<file path="src/rtl/pipe_pkg.sv">
// Shared pipeline-stage definitions: occupancy states, the RISC-V NOP used
// as the IF/ID bubble, and the IF/ID payload width.
package pipe_pkg;

    // Occupancy of a skid stage: nothing held, main only, main plus skid.
    typedef enum logic [1:0] {
        ST_EMPTY = 2'd0,
        ST_BUSY  = 2'd1,
        ST_FULL  = 2'd2
    } state_t;

    // addi x0, x0, 0: the canonical RISC-V NOP.
    localparam logic [31:0] RV_NOP = 32'h00000013;

    // IF/ID payload is {instr, pc, pcplus4}.
    localparam int unsigned IFID_W = 96;

    // Bubble for the IF/ID boundary: a NOP with zeroed pc fields.
    localparam logic [IFID_W-1:0] IFID_BUBBLE = {RV_NOP, 64'h0};

    // True when the stage presents a real payload downstream.
    function automatic logic holds_payload(input state_t s);
        return (s != ST_EMPTY);
    endfunction

endpackage

</file>
<file path="src/rtl/pipe_stage_skid.sv">
// Pipeline-stage register with valid/ready handshake, flush and a one-entry
// skid buffer. in_ready and out_data come straight from flops, so no
// combinational path crosses the stage in either direction.
module pipe_stage_skid
    import pipe_pkg::*;
#(
    parameter int unsigned        DATA_W = IFID_W,
    parameter logic [DATA_W-1:0]  BUBBLE = {DATA_W{1'b0}}
) (
    input  logic              clk,
    input  logic              reset_n,
    input  logic              in_valid,
    output logic              in_ready,
    input  logic [DATA_W-1:0] in_data,
    input  logic              flush,
    output logic              out_valid,
    input  logic              out_ready,
    output logic [DATA_W-1:0] out_data
);

    state_t            state_reg;
    state_t            state_next;
    logic [DATA_W-1:0] main_reg;
    logic [DATA_W-1:0] main_next;
    logic [DATA_W-1:0] skid_reg;
    logic [DATA_W-1:0] skid_next;
    logic              in_ready_reg;
    logic              in_ready_next;
    logic              in_fire;
    logic              out_fire;

    assign out_valid = holds_payload(state_reg);
    assign out_data  = main_reg;
    assign in_ready  = in_ready_reg;
    assign in_fire   = in_valid & in_ready_reg;
    assign out_fire  = out_valid & out_ready;

    // State, head payload and ready flag; reset empties the stage and
    // keeps in_ready low until the first edge out of reset.
    always_ff @(posedge clk) begin
        if (!reset_n) begin
            state_reg    <= ST_EMPTY;
            main_reg     <= BUBBLE;
            in_ready_reg <= 1'b0;
        end else begin
            state_reg    <= state_next;
            main_reg     <= main_next;
            in_ready_reg <= in_ready_next;
        end
    end

    // Skid contents are only meaningful in ST_FULL, so they need no reset.
    always_ff @(posedge clk) begin
        skid_reg <= skid_next;
    end

    // Next occupancy; flush squashes everything and drops any input.
    always_comb begin
        state_next = state_reg;
        if (flush) begin
            state_next = ST_EMPTY;
        end else begin
            case (state_reg)
                ST_EMPTY: begin
                    if (in_fire) state_next = ST_BUSY;
                end
                ST_BUSY: begin
                    if (in_fire && !out_ready)      state_next = ST_FULL;
                    else if (!in_fire && out_fire)  state_next = ST_EMPTY;
                end
                ST_FULL: begin
                    if (out_fire) state_next = ST_BUSY;
                end
                default: state_next = ST_EMPTY;
            endcase
        end
    end

    // Payload movement and registered ready: ready stays high unless the
    // stage is about to hold two payloads.
    always_comb begin
        main_next     = main_reg;
        skid_next     = skid_reg;
        in_ready_next = (state_next != ST_FULL);
        if (flush) begin
            main_next = BUBBLE;
        end else begin
            case (state_reg)
                ST_EMPTY: begin
                    if (in_fire) main_next = in_data;
                end
                ST_BUSY: begin
                    if (in_fire && out_fire)  main_next = in_data;
                    else if (in_fire)         skid_next = in_data;
                    else if (out_fire)        main_next = BUBBLE;
                end
                ST_FULL: begin
                    if (out_fire) main_next = skid_reg;
                end
                default: main_next = BUBBLE;
            endcase
        end
    end

endmodule
</file>
<file path="config.mk">
export PLATFORM = sky130hd
export DESIGN_NAME = pipe_stage_skid
export DESIGN_NICKNAME = d
export VERILOG_FILES = /design/src/rtl/pipe_pkg.sv /design/src/rtl/pipe_stage_skid.sv
export SDC_FILE = /design/constraint.sdc
export NUM_CORES = 1
export LEC_CHECK = 0
export ABC_AREA = 1
export ABC_CLOCK_PERIOD_IN_PS = 22100
export BUFFER_PORTS_ARGS = -buffer_cell sky130_fd_sc_hd__buf_4
export CAP_MARGIN = 20
export CORE_MARGIN = 5
export CORE_UTILIZATION = 45
export DETAILED_ROUTE_END_ITERATION = 10
export GPL_TIMING_DRIVEN = 0
export PLACE_DENSITY = 0.7
export SLEW_MARGIN = 20
export SYNTH_ARGS = -nofsm -noshare
export SYNTH_HDL_FRONTEND = slang
export SYNTH_SLANG_ARGS = --single-unit
</file>
<file path="constraint.sdc">
create_clock -name clk -period 22.1 [get_ports clk]
set_input_delay 0 -clock clk [delete_from_list [all_inputs] [get_ports clk]]
set_output_delay 0 -clock clk [all_outputs]
set_load 0.05 [all_outputs]
</file>
After elaboration in Yosys (flattened, before gate mapping)
Cells that the tools add are included.
- $add $sub $neg: 0
- $mul: 0
- div/mod/pow operators: 0
- order comparisons: 0
- equal/unequal tests: 7
- shift-type cells: 0
- mux-type cells: 12
- bitwise operators: 5
- reduce and logical (&&, ||, !) cells: 10
- operator list (operator ; number):
    two-way mux 96 bit ; 5
    case mux 96 bit (3 select lines) ; 1
    two-way mux 2 bit ; 5
    AND reduction 4 bit ; 2
    inequality test 2 bit (second input constant) ; 3
    inequality test 3 bit (second input constant) ; 2
    case mux 2 bit (3 select lines) ; 1
    logical AND 1 bit ; 3
    inverter 1 bit ; 3
    bitwise AND 1 bit ; 2
    == test 2 x 1 -> 1 bit (second input constant) ; 1
    == test 2 bit (second input constant) ; 1
    logical NOT 1 bit ; 2
    logical NOT 2 bit ; 1
    nonzero test 2 bit ; 1
    OR reduction 2 bit ; 1
- bits in registers: 195
- latch bits: 0
- memory bits (writable): 0
- ROM bits: 0
- bits of input ports: 101
- output and inout port bits: 98
- logic and storage cells: 38
- memories: 0

Logic depth before layout (Yosys ltp)
- depth after elaboration: 8
- gate-level depth with buffers: 10
- depth with buffers taken out: 8

Worst setup path after synthesis
OpenSTA, ideal clock, no wires.
- path type: reg-to-reg
- from: register in_ready_reg (netlist: in_ready)
- to: register skid_reg[0], enable pin
- library setup time: 0.670 ns
- arrival: 7.396 ns
- required time: 21.430 ns
- path slack: 14.034 ns
- cell stages (with the launch flop): 5
- buffers on the path: 0
- period minus slack after synthesis: 8.066 ns
- cells stage by stage: dfxtp_1 -> nand2_1 -> inv_1 -> nand2_1 -> nor3_1
- longest elaborated chain between the ends: 4
- RTL lines (element ; line ; source):
    start, declared ; pipe_stage_skid.sv:27 ; logic in_ready_reg;
    start signal, assigned ; pipe_stage_skid.sv:48 ; in_ready_reg <= in_ready_next;
    bitwise AND 1 bit * ; pipe_stage_skid.sv:35 ; assign in_fire = in_valid & in_ready_reg;
    logical AND 1 bit ; pipe_stage_skid.sv:93 ; if (in_fire && out_fire) main_next = in_data;
    inverter 1 bit (no line) ; -- ;
    AND reduction 4 bit (no line) * ; -- ;
    end signal, assigned ; pipe_stage_skid.sv:54 ; skid_reg <= skid_next;
    end, declared ; pipe_stage_skid.sv:25 ; logic [DATA_W-1:0] skid_reg;
Every way passes the cells marked *; elsewhere a longest branch is shown, timed or not.
A chain may end at the register's enable or synchronous reset.

Worst setup path after layout
- from: register in_ready_reg (netlist: in_ready)
- to: register skid_reg[72], enable pin
Same word-level chain as after synthesis.

==> metrics.cfg <==
[timing]
worst_slew_pin_slew_ns=0.680
slew_headroom_pct=54.7
fin_skew_ns=0.00781
rsz0062_at_grt=no
min_period_ns=2.03
maxSlewViolCount=0
setup_ws_ns=20.07
hold_viol_final=0
setup_tns_ns=0
setup_viol_count_final=0
max_freq_mhz=493
min_period_over_period_pct=9.18

[cells_and_area]
layout_common_cells=nand2_1, buf_4, dlygate4sd3_1, dfxtp_1, edfxtp_1
diodes=0
seqCellArea_um2=4860
finalNetCount=1282
syn2layout_area_growth_pct=44.9
layout_commonest_cell=nand2_1
drive_gt1_share_pct=26.0
multiInputGateArea_um2=2510
fill_cells=1362

[die]
ioPinCount=199
dieWidth_um=141
die_h_um=141
placementRows=47
initial_core_util_pct=46.1
die-area_um2=19700
core_um2=16600

[worst_hold_path]
hold_depth=6
min_path_type=in -> reg
hold_start=in_valid
min_to=in_ready

[pwr]
power_density_nw_per_um2=70.2
p_leak_nw=4.72
power_frac_seq_pct=49.5
pwr-share-clk_pct=38.5
sw_frac_of_total_pct=25.1
intPower_w=0.000584
ir_worst_vdd_v=0.0000556
switchingPower_w=0.000196
finalPower_w=0.000779
combPwrFrac_pct=12.0

[grt]
grt_pass1_wl_um=31700
antenna_found_initial=0
gr-usage-all-layers_pct=19.7
grt_pass1_vias=6365
grt-ovfl-total=0
grt_max_degree=19

[clock_network]
hold_buffers=101
cts_made_buffers=17
clock_latency_ns=0.43
cts_tree=built
cts_setup_buffers=0
htreeDepth=4
cts_resized=0
root_buffer=clkbuf_16
cts.clk_slew.worst_paths_ns=0.07
clockBufferDepth=2
numClockSinks=195

[critical_path]
critPathKind=reg -> reg
cp-start-kind=flop
arrival_ns=2.17
critical_path.max_fanout=10
r2r_start=in_ready
rrSetupSlack_ns=20.07
rr_worst_depth=7
crit_required_ns=22.24
end_kind=flop
r2r_end=skid_reg[72]

[placed_design]
dp_hpwl_um=13500
pre_cts_slack_ns=20.05
globalplace.congestion=0.764
port_buffers=198

[routing]
vias=6459
vias_per_cell=4.57
drt-initial-drc-count=234
drc_errors=0
ant_nets=0
drt_first_pass_iters=4
wl_per_cell_um=13.7
routed_wl_um=19400

[yosys]
synth_nets=953
ys_seq_area_share_pct=63.5
synth_area_um2=7660
syn_inst=852
ys_seq_elements=195
syn_avg_cell_area_um2=9.00
yosysWarnings=0
synth.distinct_cells=23

[job]
max_cap_violations=0

[status]
status=complete, no violations

-- metal layers --
layer,global-route usage (%),routed length [um],vias to the layer above
met5,0,0,-
met4,6.07,256,0
met3,4.26,1190,19
met2,33.2,9400,192
met1,25.4,8590,2854
li1,-,-,3394
-- worst max path at each step --
stage	startpoint	to	slack [ns]	cells after the start
floorplan	in_ready	skid_reg[0]	14.03	4
global placement	state_reg[0]	skid_reg[28]	11.20	4
detailed placement	state_reg[0]	skid_reg[71]	20.05	7
CTS	state_reg[0]	skid_reg[72]	20.04	7
global route	state_reg[0]	skid_reg[3]	19.90	7
finish	in_ready	skid_reg[72]	20.07	7
-- power groups by stage --
| stage | logic [W] | clock network (W) | registers, W |
|---|---|---|---|
| after floorplan | 0.0000305 | 0 | 0.000410 |
| after global placement | 0.0000779 | 0 | 0.000394 |
| after detailed placement | 0.0000787 | 0 | 0.000394 |
| after CTS | 0.0000935 | 0.000309 | 0.000386 |
| after global routing | 0.000102 | 0.000324 | 0.000387 |
| final | 0.0000933 | 0.000300 | 0.000386 |
-- final cells by class --
cell class                      count  share of cell area, %
Inverter                            8                  0.270
Tap cell                          220                   2.48
Buffer                             51                   2.34
Sequential cell                   195                   43.8
Clock inverter                     14                   1.30
Timing Repair Buffer              310                   23.3
Clock buffer                       18                   3.86
Multi-Input combinational cell    598                   22.6
-- per-stage QoR --
stage / cells / util [%] / cell area, um2 / hold slack, ns
5_1_grt: 1414 / 66.7 / 11100 / 0.190
3_5_place_dp: 1281 / 57.2 / 9520 / 0.189
4_1_cts: 1414 / 66.7 / 11100 / 0.113
6_report: 1414 / 66.7 / 11100 / 0.139
3_3_place_gp: 1270 / 56.6 / 9430 / 0.189
2_1_floorplan: 852 / - / 7660 / 0.0793
-- synth_stat cells --
master / number / share of area, %
a31oi_1: 1 / 0.082
buf_2: 22 / 1.4
o21ai_0: 1 / 0.065
buf_1: 3 / 0.15
buf_6: 1 / 0.15
nand2_2: 1 / 0.082
inv_2: 4 / 0.20
nor2_1: 2 / 0.098
nor3_1: 2 / 0.13
a21oi_2: 30 / 3.4
buf_4: 8 / 0.78
inv_1: 3 / 0.15
clkbuf_4: 1 / 0.098
clkinv_1: 1 / 0.049
or2_2: 1 / 0.082
nand3_4: 1 / 0.23
nor2_2: 1 / 0.082
nand2_1: 488 / 24
nand3_1: 2 / 0.13
a21oi_1: 68 / 4.4
dfxtp_1: 99 / 26
clkbuf_1: 16 / 0.78
edfxtp_1: 96 / 38
-- critical path, stage by stage, from the launching register on --
cell,delay (ns)
dfxtp_1,0.37
nand2_1,0.09
inv_1,0.10
nand2_1,0.08
nor3_2,0.46
buf_6,0.24
buf_4,0.21
buf_4,0.19
-- cell families (layout without fill, tap and decap cells) --
logic type	Yosys count	after routing	share of synthesized area [%]
and+or+nand+nor	498	498	24.7
AOI/OAI and AO/OA	100	100	8.02
buffers and inverters	59	401	3.79
DFF	195	195	63.5
Note: power is estimated with default switching activity, not from simulation.
